### src/rtl/cpu_pkg.sv
//==============================================================
// cpu_pkg - shared widths and the fetch buffer entry type (rev 1.0)
//==============================================================
`default_nettype none

package cpu_pkg;
  localparam int DataSize  = 32;
  localparam int PCsize    = 6;
  localparam int FifoDepth = 4;
  localparam int CntW      = 3;

  typedef struct packed {
    logic [DataSize-1:0] instr;
    logic [PCsize-1:0]   pc;
  } fetch_entry;
endpackage

`default_nettype wire

### src/rtl/fetch_fifo.sv
//==============================================================
// fetch_fifo - synchronous FIFO with flush and zeroed head when empty (rev 1.0)
//==============================================================
`default_nettype none

module fetch_fifo #(
  parameter int Width = 8,
  parameter int Depth = 4,
  parameter int CntW  = 3
) (
  input  logic             clk,
  input  logic             rst,
  input  logic             push_i,
  input  logic [Width-1:0] push_data_i,
  input  logic             pop_i,
  input  logic             flush_i,
  output logic [CntW-1:0]  count_o,
  output logic [Width-1:0] head_o
);
  localparam int AW = (Depth > 1) ? $clog2(Depth) : 1;

  logic [Width-1:0] mem_q [Depth];
  logic [AW-1:0]    wr_ptr_q, rd_ptr_q;
  logic [CntW-1:0]  count_q;
  logic             do_push, do_pop;

  assign do_pop  = pop_i && (count_q != '0);
  assign do_push = push_i && (count_q != CntW'(Depth));

  always_ff @(posedge clk) begin
    if (!rst || flush_i) begin
      wr_ptr_q <= '0;
      rd_ptr_q <= '0;
      count_q  <= '0;
    end else begin
      if (do_push) wr_ptr_q <= wr_ptr_q + AW'(1);
      if (do_pop)  rd_ptr_q <= rd_ptr_q + AW'(1);
      count_q <= count_q + CntW'(do_push) - CntW'(do_pop);
    end
  end

  always_ff @(posedge clk) begin
    if (rst && !flush_i && do_push) mem_q[wr_ptr_q] <= push_data_i;
  end

  // Head reads as zero when empty so downstream never sees stale data.
  assign head_o  = (count_q == '0) ? '0 : mem_q[rd_ptr_q];
  assign count_o = count_q;
endmodule

`default_nettype wire

### src/rtl/fetch_unit.sv
//==============================================================
// fetch_unit - PC, credit, redirect/drop control for instruction fetch (rev 1.0)
//==============================================================
`default_nettype none

module fetch_unit
  import cpu_pkg::*;
#(
  parameter int DataSize  = cpu_pkg::DataSize,
  parameter int PCsize    = cpu_pkg::PCsize,
  parameter int FifoDepth = cpu_pkg::FifoDepth,
  parameter int CntW      = cpu_pkg::CntW
) (
  input  logic                clk,
  input  logic                rst,
  output logic                imem_req,
  output logic [PCsize-1:0]   imem_addr,
  input  logic                imem_valid,
  input  logic [DataSize-1:0] imem_rdata,
  input  logic                redirect_valid,
  input  logic [PCsize-1:0]   redirect_pc,
  output logic                out_valid,
  input  logic                out_ready,
  output logic [DataSize-1:0] out_instr,
  output logic [PCsize-1:0]   out_pc,
  output logic [CntW-1:0]     fifo_count
);
  logic [PCsize-1:0] pc_q, pc_d, tag_head;
  logic [CntW-1:0]   drop_q, drop_d, outstanding;
  logic [CntW:0]     credit_used;
  logic              resp_keep;
  fetch_entry        push_entry, head_entry;

  // The tag queue holds exactly one entry per in-flight request, so its
  // occupancy is the outstanding count.
  assign credit_used = {1'b0, fifo_count} + {1'b0, outstanding};
  assign imem_req    = rst && !redirect_valid && (credit_used < (CntW+1)'(FifoDepth));
  assign imem_addr   = pc_q;
  assign resp_keep   = imem_valid && (drop_q == '0) && !redirect_valid;
  assign push_entry  = '{instr: imem_rdata, pc: tag_head};

  always_comb begin
    pc_d   = pc_q;
    drop_d = drop_q;
    if (redirect_valid) begin
      pc_d   = redirect_pc;
      drop_d = outstanding - CntW'(imem_valid);
    end else begin
      if (imem_req) pc_d = pc_q + PCsize'(1);
      if (imem_valid && (drop_q != '0)) drop_d = drop_q - CntW'(1);
    end
  end

  always_ff @(posedge clk) begin
    if (!rst) begin
      pc_q   <= '0;
      drop_q <= '0;
    end else begin
      pc_q   <= pc_d;
      drop_q <= drop_d;
    end
  end

  fetch_fifo #(
    .Width ($bits(fetch_entry)),
    .Depth (FifoDepth),
    .CntW  (CntW)
  ) u_instr_fifo (
    .clk         (clk),
    .rst         (rst),
    .push_i      (resp_keep),
    .push_data_i (push_entry),
    .pop_i       (out_valid && out_ready),
    .flush_i     (redirect_valid),
    .count_o     (fifo_count),
    .head_o      (head_entry)
  );

  // Never flushed: responses for redirected requests still arrive and must pop.
  fetch_fifo #(
    .Width (PCsize),
    .Depth (FifoDepth),
    .CntW  (CntW)
  ) u_tag_fifo (
    .clk         (clk),
    .rst         (rst),
    .push_i      (imem_req),
    .push_data_i (pc_q),
    .pop_i       (imem_valid),
    .flush_i     (1'b0),
    .count_o     (outstanding),
    .head_o      (tag_head)
  );

  assign out_valid = (fifo_count != '0);
  assign out_instr = head_entry.instr;
  assign out_pc    = head_entry.pc;
endmodule

`default_nettype wire
### config.mk
export PLATFORM = sky130hd
export DESIGN_NAME = fetch_unit
export DESIGN_NICKNAME = d
export VERILOG_FILES = /design/src/rtl/cpu_pkg.sv /design/src/rtl/fetch_fifo.sv /design/src/rtl/fetch_unit.sv
export SDC_FILE = /design/constraint.sdc
export NUM_CORES = 1
export LEC_CHECK = 0
export CAP_MARGIN = 20
export CORE_MARGIN = 2
export CORE_UTILIZATION = 45
export CTS_BUF_LIST = sky130_fd_sc_hd__clkbuf_4
export DETAILED_ROUTE_END_ITERATION = 12
export PLACE_DENSITY = 0.67
export SYNTH_ARGS = -nofsm -noshare
export SYNTH_HDL_FRONTEND = slang
export SYNTH_HIERARCHICAL = 1
export SYNTH_SLANG_ARGS = --single-unit
export TNS_END_PERCENT = 10
### constraint.sdc
create_clock -name clk -period 5.6 [get_ports clk]
set_input_delay 0.56 -clock clk [delete_from_list [all_inputs] [get_ports clk]]
set_output_delay 0.56 -clock clk [all_outputs]
set_load 0.1 [all_outputs]
; ---- After elaboration in Yosys (flattened, before gate mapping)
; Memory sizes are Yosys's and may differ from the RTL's. A register that Yosys moved wholly into a read port is not among the register bits.
; Cells that the tools add are included.
[op_classes]
mux = 14
n_eq_ne = 2
add_sub_neg = 12
magnitude_cmp = 1
reduce_logical = 23
[op_table]
columns = operator, n
row1 = $mux 38, 1
row2 = $mux 6, 3
row3 = $logic_and 1x1->1, 12
row4 = $logic_not 3->1, 3
row5 = $reduce_bool 3->1, 3
row6 = $sub 3x1->3, 3
row7 = $add 2x1->2 const B, 4
row8 = $mux 2, 4
row9 = $add 3x1->3, 2
row10 = $add 6x1->6 const B, 1
row11 = $mux 3, 2
row12 = $ne 3x3->1 const B, 2
row13 = $add 3x3->4, 1
row14 = $lt 4x3->1 const B, 1
row15 = $mux 1, 4
row16 = $reduce_bool 2->1, 2
row17 = $sub 3x1->3 const B, 1
row18 = $logic_not 1->1, 2
row19 = $logic_or 1x1->1, 1
[word_totals]
ff_bits = 23
ramBits = 176
out_inout_bits = 49
mem_count = 2
[memory_table]
columns = memory, depth, word_bits, read_ports, rd_clocked_by_memory_dff, write_ports, line_no
row1 = u_instr_fifo.mem_q, 4, 38, 1, 1, 1, fetch_fifo.sv:22  ; logic [Width-1:0] mem_q [Depth];
row2 = u_tag_fifo.mem_q, 4, 6, 1, 1, 1, fetch_fifo.sv:22

; ---- Depth between registers and ports, before layout
; Gate-level depths: netlist of the first run.
[logic_depth]
ltp_word = 7
ltp_mapped = 15

; ---- Hierarchy
; Netlist of the first run, hierarchy kept.
[by_module_without_submodules]
columns = mod, seq_area_each_um2, n_inst, area_each_um2, cells_per_inst
row1 = fetch_fifo at u_instr_fifo, 4744.6, 1, 6209.7, 291
row2 = fetch_fifo at u_tag_fifo, 900.9, 1, 1376.3, 89
row3 = fetch_unit, 180.2, 1, 623.1, 73

; ---- Worst setup path after synthesis of the first run
; Ideal clock, no wire load.
[synth_path]
path_kind = register to register
startpoint = reg u_instr_fifo.count_q[2], in the netlist u_instr_fifo/count_o[2]
endpoint = reg u_tag_fifo.count_q[2], in the netlist u_tag_fifo/count_o[2]
setup_time_ns = 0.078
n_path_buf = 1
period_less_slack_ns = 6.124
path_slack_ns = -0.524
arrival_ns = 6.046
path_stages_with_launch = 16
path_cell_list = dfxtp_1 -> ha_1 -> or4b_1 -> buf_2 -> nor3_1 -> inv_1 -> nor2_1 -> inv_1 -> ha_1 -> inv_1 -> ha_1 -> inv_1 -> fa_1 -> xor2_1 -> and2_1 -> nor3_1
[synth_between]
elab_chain_cells = 6
[synth_rtl]
columns = item, line_no
row1 = from (decl), fetch_fifo.sv:24  ; logic [CntW-1:0] count_q;
row2 = from (signal assigned), fetch_fifo.sv:38  ; count_q <= count_q + CntW'(do_push) - CntW'(do_pop);
row3 = $add 3x3->4, fetch_unit.sv:36  ; assign credit_used = {1'b0, fifo_count} + {1'b0, outstanding};
row4 = $lt 4x3->1, fetch_unit.sv:37  ; assign imem_req = rst && !redirect_valid && (credit_used < (CntW+1)'(FifoDepth));
row5 = $logic_and 1x1->1, fetch_unit.sv:37
row6 = net imem_req, fetch_unit.sv:16  ; output logic imem_req,
row7 = $logic_and 1x1->1, fetch_fifo.sv:28  ; assign do_push = push_i && (count_q != CntW'(Depth));
row8 = $add 3x1->3, fetch_fifo.sv:38
row9 = $sub 3x1->3, fetch_fifo.sv:38
row10 = to (signal assigned), fetch_fifo.sv:38
row11 = to (decl), fetch_fifo.sv:24
; The timed path passes the listed nets, and every way through them passes these cells.
; A chain may end at the register's enable or synchronous reset.

==> results of run 1 <==
==> cells in the mapped netlist, drive strengths merged (2+ instances only) <==
cell type / number
edfxtp: 176
nor2b: 47
mux4: 44
dfxtp: 27
ha: 19
inv: 17
o21ai: 15
a21oi: 11
buf: 10
and3: 9
clkbuf: 8
nand2: 7
nor2: 7
nor3: 7
and2: 6
xnor2: 6
nand3: 4
nand4: 4
xor2: 4
nand2b: 3
nor3b: 3
or3: 3
or4b: 3
fa: 2
o31ai: 2
or3b: 2
==> cell families (layout without fill, tap and decap cells) <==
kind of cell | after synthesis | after routing
DFF | 203 | 203
and+or+nand+nor | 107 | 107
muxes | 45 | 45
buffers and inverters | 35 | 198
AOI/OAI and AO/OA | 31 | 31
adders and majority gates | 21 | 21
xor gates and xnor gates | 10 | 10
other | 1 | 2
==> flip-flops by register name, summed over array words and instances, names as in the netlist, named ones only <==
| name | flops |
|---|---|
| drop_q | 3 |
| imem_addr | 6 |
| u_instr_fifo/count_o | 3 |
| u_instr_fifo/mem_q | 152 |
| u_instr_fifo/rd_ptr_q | 2 |
| u_instr_fifo/wr_ptr_q | 2 |
| u_tag_fifo/count_o | 3 |
| u_tag_fifo/mem_q | 24 |
| u_tag_fifo/rd_ptr_q | 2 |
| u_tag_fifo/wr_ptr_q | 2 |
==> per-layer routing <==
metal | wire (um) | share of wire, % | track usage [%] | vias up
met1 | 6150 | 42 | 19.5 | 2206
met2 | 7510 | 51 | 26.5 | 136
met4 | 294 | 2.0 | 6.01 | 0
li1 | - | - | - | 2050
met3 | 820 | 5.5 | 4.39 | 23
met5 | 0 | 0 | 0 | -
==> power by group through the flow <==
stage	registers, mW	logic (mW)	clock network [mW]
final	1.68	0.212	1.15
after global routing	1.68	0.227	1.28
after CTS	1.68	0.214	1.20
after detailed placement	1.71	0.213	0
after global placement	1.71	0.207	0
after floorplan	1.73	0.112	0
==> cell type report <==
class	instances	area, sq um	area share [%]
inverter	17	63.8	0.641
tap	229	287	2.88
sequential	203	5830	58.5
clock inverter	22	119	1.19
clock buffer	66	495	4.98
timing repair buffer	93	926	9.30
multi-input combinational	216	2240	22.5
==> worst max-delay path: cells and delay by family, from the launching register on <==
| kind | cells | cell delay, ps |
|---|---|---|
| buffers and inverters | 2 | 1550 |
| flip-flops | 1 | 680 |
| multiplexers | 1 | 560 |
| AND/OR/NAND/NOR | 1 | 150 |
==> per-stage QoR <==
step | worst slack (ps) | utilization [%]
final | 1450 | 55.6
after global routing | 1150 | 55.6
after floorplan | 473 | -
after global placement | 1640 | 52.2
after CTS | 1280 | 55.6
after detailed placement | 1450 | 52.2
==> path summary, 6_finish.rpt <==
path	start	end	slack (ps)	depth (start not counted)
worst max-delay path	flop	out_instr[0]	1450	4
worst min-delay path	u_tag_fifo/rd_ptr_q[0]	flop	490	2
worst max register to register	u_instr_fifo/count_o[2]	u_tag_fifo/count_o[2]	1930	14
worst min register to register	u_tag_fifo/rd_ptr_q[0]	flop	490	2
==> qor.json, run 1 <==
{
  "clock_network": {
    "clock-root-buffer": "sky130_fd_sc_hd__clkbuf_4",
    "cts_max_level": 2,
    "worst_setup_hold_path_clk_slew_ps": 60,
    "cts_tree": "done",
    "holdBufCountCts": 0,
    "worstSkewPairLatency_ps": 650,
    "numCtsBuffers": 51,
    "cts_max_path_buffers": 3,
    "postCtsResizedCells": 0,
    "sink_count_of_the_clock_tree": 203,
    "cts_setup_buffers": 0
  },
  "die": {
    "floorplan.die.height_um": 139,
    "fp-row-count": 49,
    "initial_core_util_pct": 45.9,
    "core_area_sq_mm": 0.0179,
    "die_area_sq_mm": 0.0193,
    "die_w_um": 139,
    "ios": 92
  },
  "logic_synthesis": {
    "synth_cells": 453,
    "synth_area_in_compound_gates_pct": 2.09,
    "syn-mean-instance-area_sq_um": 18.1,
    "synthTopCellsByArea": "sky130_fd_sc_hd__edfxtp_1 64%, sky130_fd_sc_hd__mux4_2 12%, sky130_fd_sc_hd__dfxtp_1 6.6%",
    "mappedNetlistArea_sq_mm": 0.00821,
    "post_synth_fa_ha_maj_area_fraction_pct": 3.38,
    "synthMuxAreaShare_pct": 12.2,
    "cell_type_with_the_highest_aggregate_area_in_the_netlist": "sky130_fd_sc_hd__edfxtp_1",
    "synth_top_area_share_pct": 64.4,
    "ys_seq_area_share_pct": 71.0,
    "synthDistinctLibCells": 38,
    "dominantRegCellSynth": "sky130_fd_sc_hd__edfxtp_1",
    "yosysWarningCount": 6,
    "yosys.area_share.simple_pct": 8.22,
    "synth_enable_flop_cells": 176,
    "post_synth_xor_area_fraction_pct": 1.07,
    "ys_async_sr_fraction_pct": 0,
    "synth_top_family_by_area": "multiplexers",
    "yosys_register_bits": 203
  },
  "power_and_ir_drop": {
    "comb_power_share_pct": 7.0,
    "power_leakage_nw": 3.28,
    "seqPwrFrac_pct": 55.1,
    "vdd_ir_drop_max_mv": 0.186,
    "power_mw": 3.04,
    "p_switching_uw": 705,
    "p_int_mw": 2.33,
    "sw_frac_of_total_pct": 23.2,
    "power.clock.fraction_pct": 37.9,
    "p_per_area_mw_per_mm2": 305
  },
  "worst_setup_path": {
    "crit_path_cell_trace": "buf_4 -> mux4_2 -> nor2b_1 -> clkdlybuf4s50_1",
    "cp_slowest_cell": "sky130_fd_sc_hd__clkdlybuf4s50_1",
    "worstSetupEndpointType": "primary output",
    "worst_ep_required_time_ps": 5040,
    "critical_path.max_fanout": 24,
    "critical_path_start_end_classification": "reg2out",
    "critical-path-max-stage-delay_ps": 1010,
    "cp.arrival_ps": 3590,
    "crit_path_start_kind": "flop"
  },
  "timing": {
    "finalSetupViolCount": 0,
    "setup_repair_after_global_routing_missed_its_margin": "false",
    "totalNegativeSetupSlack_ps": 0,
    "hold_violations": 0,
    "final_max_slew_viol_count": 0,
    "worst_clock_skew_ps": 41.0,
    "worst_max_slew_pin_slew_ps": 1080,
    "timing.fmax_mhz": 241,
    "layout_min_cycle_time_ps": 4150,
    "hold_ws_ps": 493,
    "timing.final.crit_share_pct": 74.1,
    "slew_headroom_pct": 27.8
  },
  "global_route": {
    "vias_in_the_first_global_route": 4725,
    "antenna_violations_before_repair": 0,
    "grt_first_pass_wirelength_mm": 23.9,
    "pin_count_of_the_biggest_net_entering_global_routing": 43,
    "overflow": 0,
    "gr-usage-all-layers_pct": 15.7
  },
  "final_layout": {
    "mostFrequentLayoutCells": "176 x sky130_fd_sc_hd__edfxtp_1, 91 x sky130_fd_sc_hd__clkdlybuf4s50_1, 66 x sky130_fd_sc_hd__clkbuf_4",
    "area_growth_pct": 21.3,
    "stdcell_area_sq_mm": 0.00995,
    "antenna-diode-count": 0,
    "mostFrequentLayoutCell": "sky130_fd_sc_hd__edfxtp_1",
    "layout-drive-gt1-share_pct": 21.4,
    "final_net_count": 646,
    "fill_cells": 1424,
    "fin_cells": 846
  },
  "detailed_routing": {
    "wl_per_cell_um": 17.5,
    "drc": 0,
    "drtPass1Iterations": 5,
    "vias": 4415,
    "route.antenna.remaining_nets": 0,
    "wl_mm": 14.8,
    "drt_first_iter_violations": 228,
    "drt-vias-per-instance": 5.22
  },
  "place": {
    "dp.cells": 758,
    "placedInstanceArea_sq_mm": 0.00934,
    "port_buffers": 91,
    "dpl.hpwl_mm": 8.91,
    "finalWeightedCongestion": 0.808
  },
  "outcome": {
    "run_status": "completed"
  },
  "worst_hold_path": {
    "holdCritPathClass": "reg2reg"
  },
  "run": {
    "max-cap-violations": 0
  }
}
Power figures use the tool's default switching activity.
==> run 2, diff against run 1 <==
clock period = 4.1 ns   (was 5.6 ns; I/O delays follow)
==> qor.json, run 2 (synthesis gave the netlist of run 1 again) <==
{
  "outcome": {
    "run_status": "completed"
  },
  "die": {
    "floorplan.die.height_um": 139,
    "die_w_um": 139,
    "fp-row-count": 49,
    "core_area_sq_mm": 0.0179,
    "die_area_sq_mm": 0.0193,
    "ios": 92,
    "initial_core_util_pct": 45.9
  },
  "worst_setup_path": {
    "cp.arrival_ps": 3990,
    "timing.rr.start": "u_tag_fifo/count_o[2]",
    "critical_path_start_end_classification": "reg2reg",
    "worstSetupEndpointType": "flop",
    "rr_worst_depth": 14,
    "critical_path.max_fanout": 6,
    "rrSetupSlack_ps": 650,
    "worst_ep_required_time_ps": 4640,
    "crit_path_start_kind": "flop",
    "critical_path.reg2reg.endpoint": "u_tag_fifo/count_o[2]"
  },
  "timing": {
    "hold_ws_ps": 397,
    "hold_violations": 0,
    "layout_min_cycle_time_ps": 3450,
    "finalSetupViolCount": 0,
    "slew_headroom_pct": 34.4,
    "worst_clock_skew_ps": 37.1,
    "worst_max_slew_pin_slew_ps": 981,
    "timing.fmax_mhz": 290,
    "timing.final.crit_share_pct": 84.0,
    "totalNegativeSetupSlack_ps": 0,
    "final_max_slew_viol_count": 0,
    "setup_repair_after_global_routing_missed_its_margin": "false"
  },
  "global_route": {
    "pin_count_of_the_biggest_net_entering_global_routing": 39,
    "global_route.usage.met2_pct": 27.4,
    "grt.met1_usage_pct": 19.5,
    "antenna_violations_before_repair": 1,
    "global_route.peak_usage_layer": "met2",
    "vias_in_the_first_global_route": 4832,
    "globalRouteMet3Util_pct": 4.04,
    "grt_first_pass_wirelength_mm": 24.2,
    "overflow": 0,
    "gr-usage-all-layers_pct": 16.0
  },
  "worst_hold_path": {
    "timing.hold.worst_endpoint": "u_instr_fifo/mem_q[3][6]",
    "holdCritPathClass": "in2reg",
    "timing.hold.worst_path_depth": 1,
    "worstHoldStart": "imem_rdata[0]"
  },
  "clock_network": {
    "cts_max_path_buffers": 3,
    "cts_setup_buffers": 0,
    "postCtsResizedCells": 0,
    "cts_max_level": 2,
    "cts_tree": "done",
    "holdBufCountCts": 0,
    "clock-root-buffer": "sky130_fd_sc_hd__clkbuf_4",
    "worstSkewPairLatency_ps": 650,
    "worst_setup_hold_path_clk_slew_ps": 60,
    "numCtsBuffers": 51,
    "sink_count_of_the_clock_tree": 203
  },
  "place": {
    "dpl.hpwl_mm": 9.18,
    "finalWeightedCongestion": 0.815,
    "port_buffers": 91
  },
  "detailed_routing": {
    "drc": 0,
    "drt_first_iter_violations": 178,
    "route.antenna.remaining_nets": 0,
    "drt-vias-per-instance": 5.15,
    "drtPass1Iterations": 4,
    "wl_mm": 15.0,
    "wl_per_cell_um": 17.6,
    "vias": 4404
  },
  "final_layout": {
    "multi_input_comb_area_sq_mm": 0.00224,
    "fill_cells": 1418,
    "mostFrequentLayoutCells": "176 x sky130_fd_sc_hd__edfxtp_1, 67 x sky130_fd_sc_hd__clkbuf_4, 60 x sky130_fd_sc_hd__clkdlybuf4s50_1",
    "layout-drive-gt1-share_pct": 27.5,
    "area_growth_pct": 21.3,
    "mostFrequentLayoutCell": "sky130_fd_sc_hd__edfxtp_1",
    "utilization_pct": 55.6,
    "largest_register_ff_count": 152,
    "register_with_the_most_flip_flops": "u_instr_fifo/mem_q",
    "register_area_sq_mm": 0.00583,
    "final_net_count": 653
  },
  "run": {
    "max-cap-violations": 0
  },
  "power_and_ir_drop": {
    "vdd_ir_drop_max_mv": 0.180,
    "p_per_area_mw_per_mm2": 419,
    "power_leakage_nw": 3.38
  }
}
==> run 2: changes by cell type in the layout (fill, tap and decap cells not counted), sizes merged, moves of 2 or more <==
cell           before  now
buf                 2   40
clkdlybuf4s50      91   60
inv                20   17
clkinv             18   20
==> run 2: layer usage <==
metal  vias to the layer above  share of wire (%)
met5                         -                  0
met4                         0                2.6
met3                        36                5.2
met2                       129                 50
met1                      2179                 42
li1                       2060                  -
==> run 2: through the flow <==
step | std cells | power [mW] | worst slack [ps] | cell area [sq um]
final | 855 | 4.17 | 654 | 9960
after detailed placement | 765 | 2.63 | 554 | 9330
after CTS | 854 | 4.23 | 626 | 9950
after global routing | 855 | 4.36 | 404 | 9960
after global placement | 765 | 2.62 | 610 | 9330
after floorplan | 454 | 2.52 | 11.8 | 8230
==> run 2: layout make-up <==
| cell class | count | share of cell area, % |
|---|---|---|
| timing repair buffer | 100 | 9.05 |
| antenna | 1 | 0.0251 |
| clock inverter | 22 | 1.22 |
| multi-input combinational | 216 | 22.5 |
| inverter | 17 | 0.641 |
| clock buffer | 67 | 5.05 |
| sequential | 203 | 58.6 |
| tap | 229 | 2.88 |
==> run 2: how the worst max path moves through the flow <==
stage                             from               endpoint  slack [ps]  depth (start not counted)
6_report         u_tag_fifo/count_o[2]  u_tag_fifo/count_o[2]         650                         14
5_1_grt          u_tag_fifo/count_o[2]  u_tag_fifo/count_o[2]         400                         14
4_1_cts          u_tag_fifo/count_o[2]  u_tag_fifo/count_o[2]         630                         14
3_5_place_dp                       rst  u_tag_fifo/count_o[2]         550                         14
3_3_place_gp                       rst  u_tag_fifo/count_o[2]         610                         14
2_1_floorplan  u_instr_fifo/count_o[2]  u_tag_fifo/count_o[2]          10                         15
==> run 2: report_power, final <==
part	switching (mW)	internal, mW
sequential	0.0214	2.27
clock	0.759	0.830
combinational	0.189	0.101
total	0.970	3.20
==> run 2: critical path, cell delays in order (launching register included) <==
cell and delay [ps]:
sky130_fd_sc_hd__dfxtp_1 450, sky130_fd_sc_hd__ha_1 270, sky130_fd_sc_hd__or4b_1 690, sky130_fd_sc_hd__nor3_4 290, sky130_fd_sc_hd__inv_1 90, sky130_fd_sc_hd__nor2_2 190
sky130_fd_sc_hd__inv_1 70, sky130_fd_sc_hd__ha_1 280, sky130_fd_sc_hd__inv_1 50, sky130_fd_sc_hd__ha_1 130, sky130_fd_sc_hd__inv_1 50, sky130_fd_sc_hd__fa_1 360
sky130_fd_sc_hd__xor2_1 160, sky130_fd_sc_hd__and2_1 170, sky130_fd_sc_hd__nor3_1 120
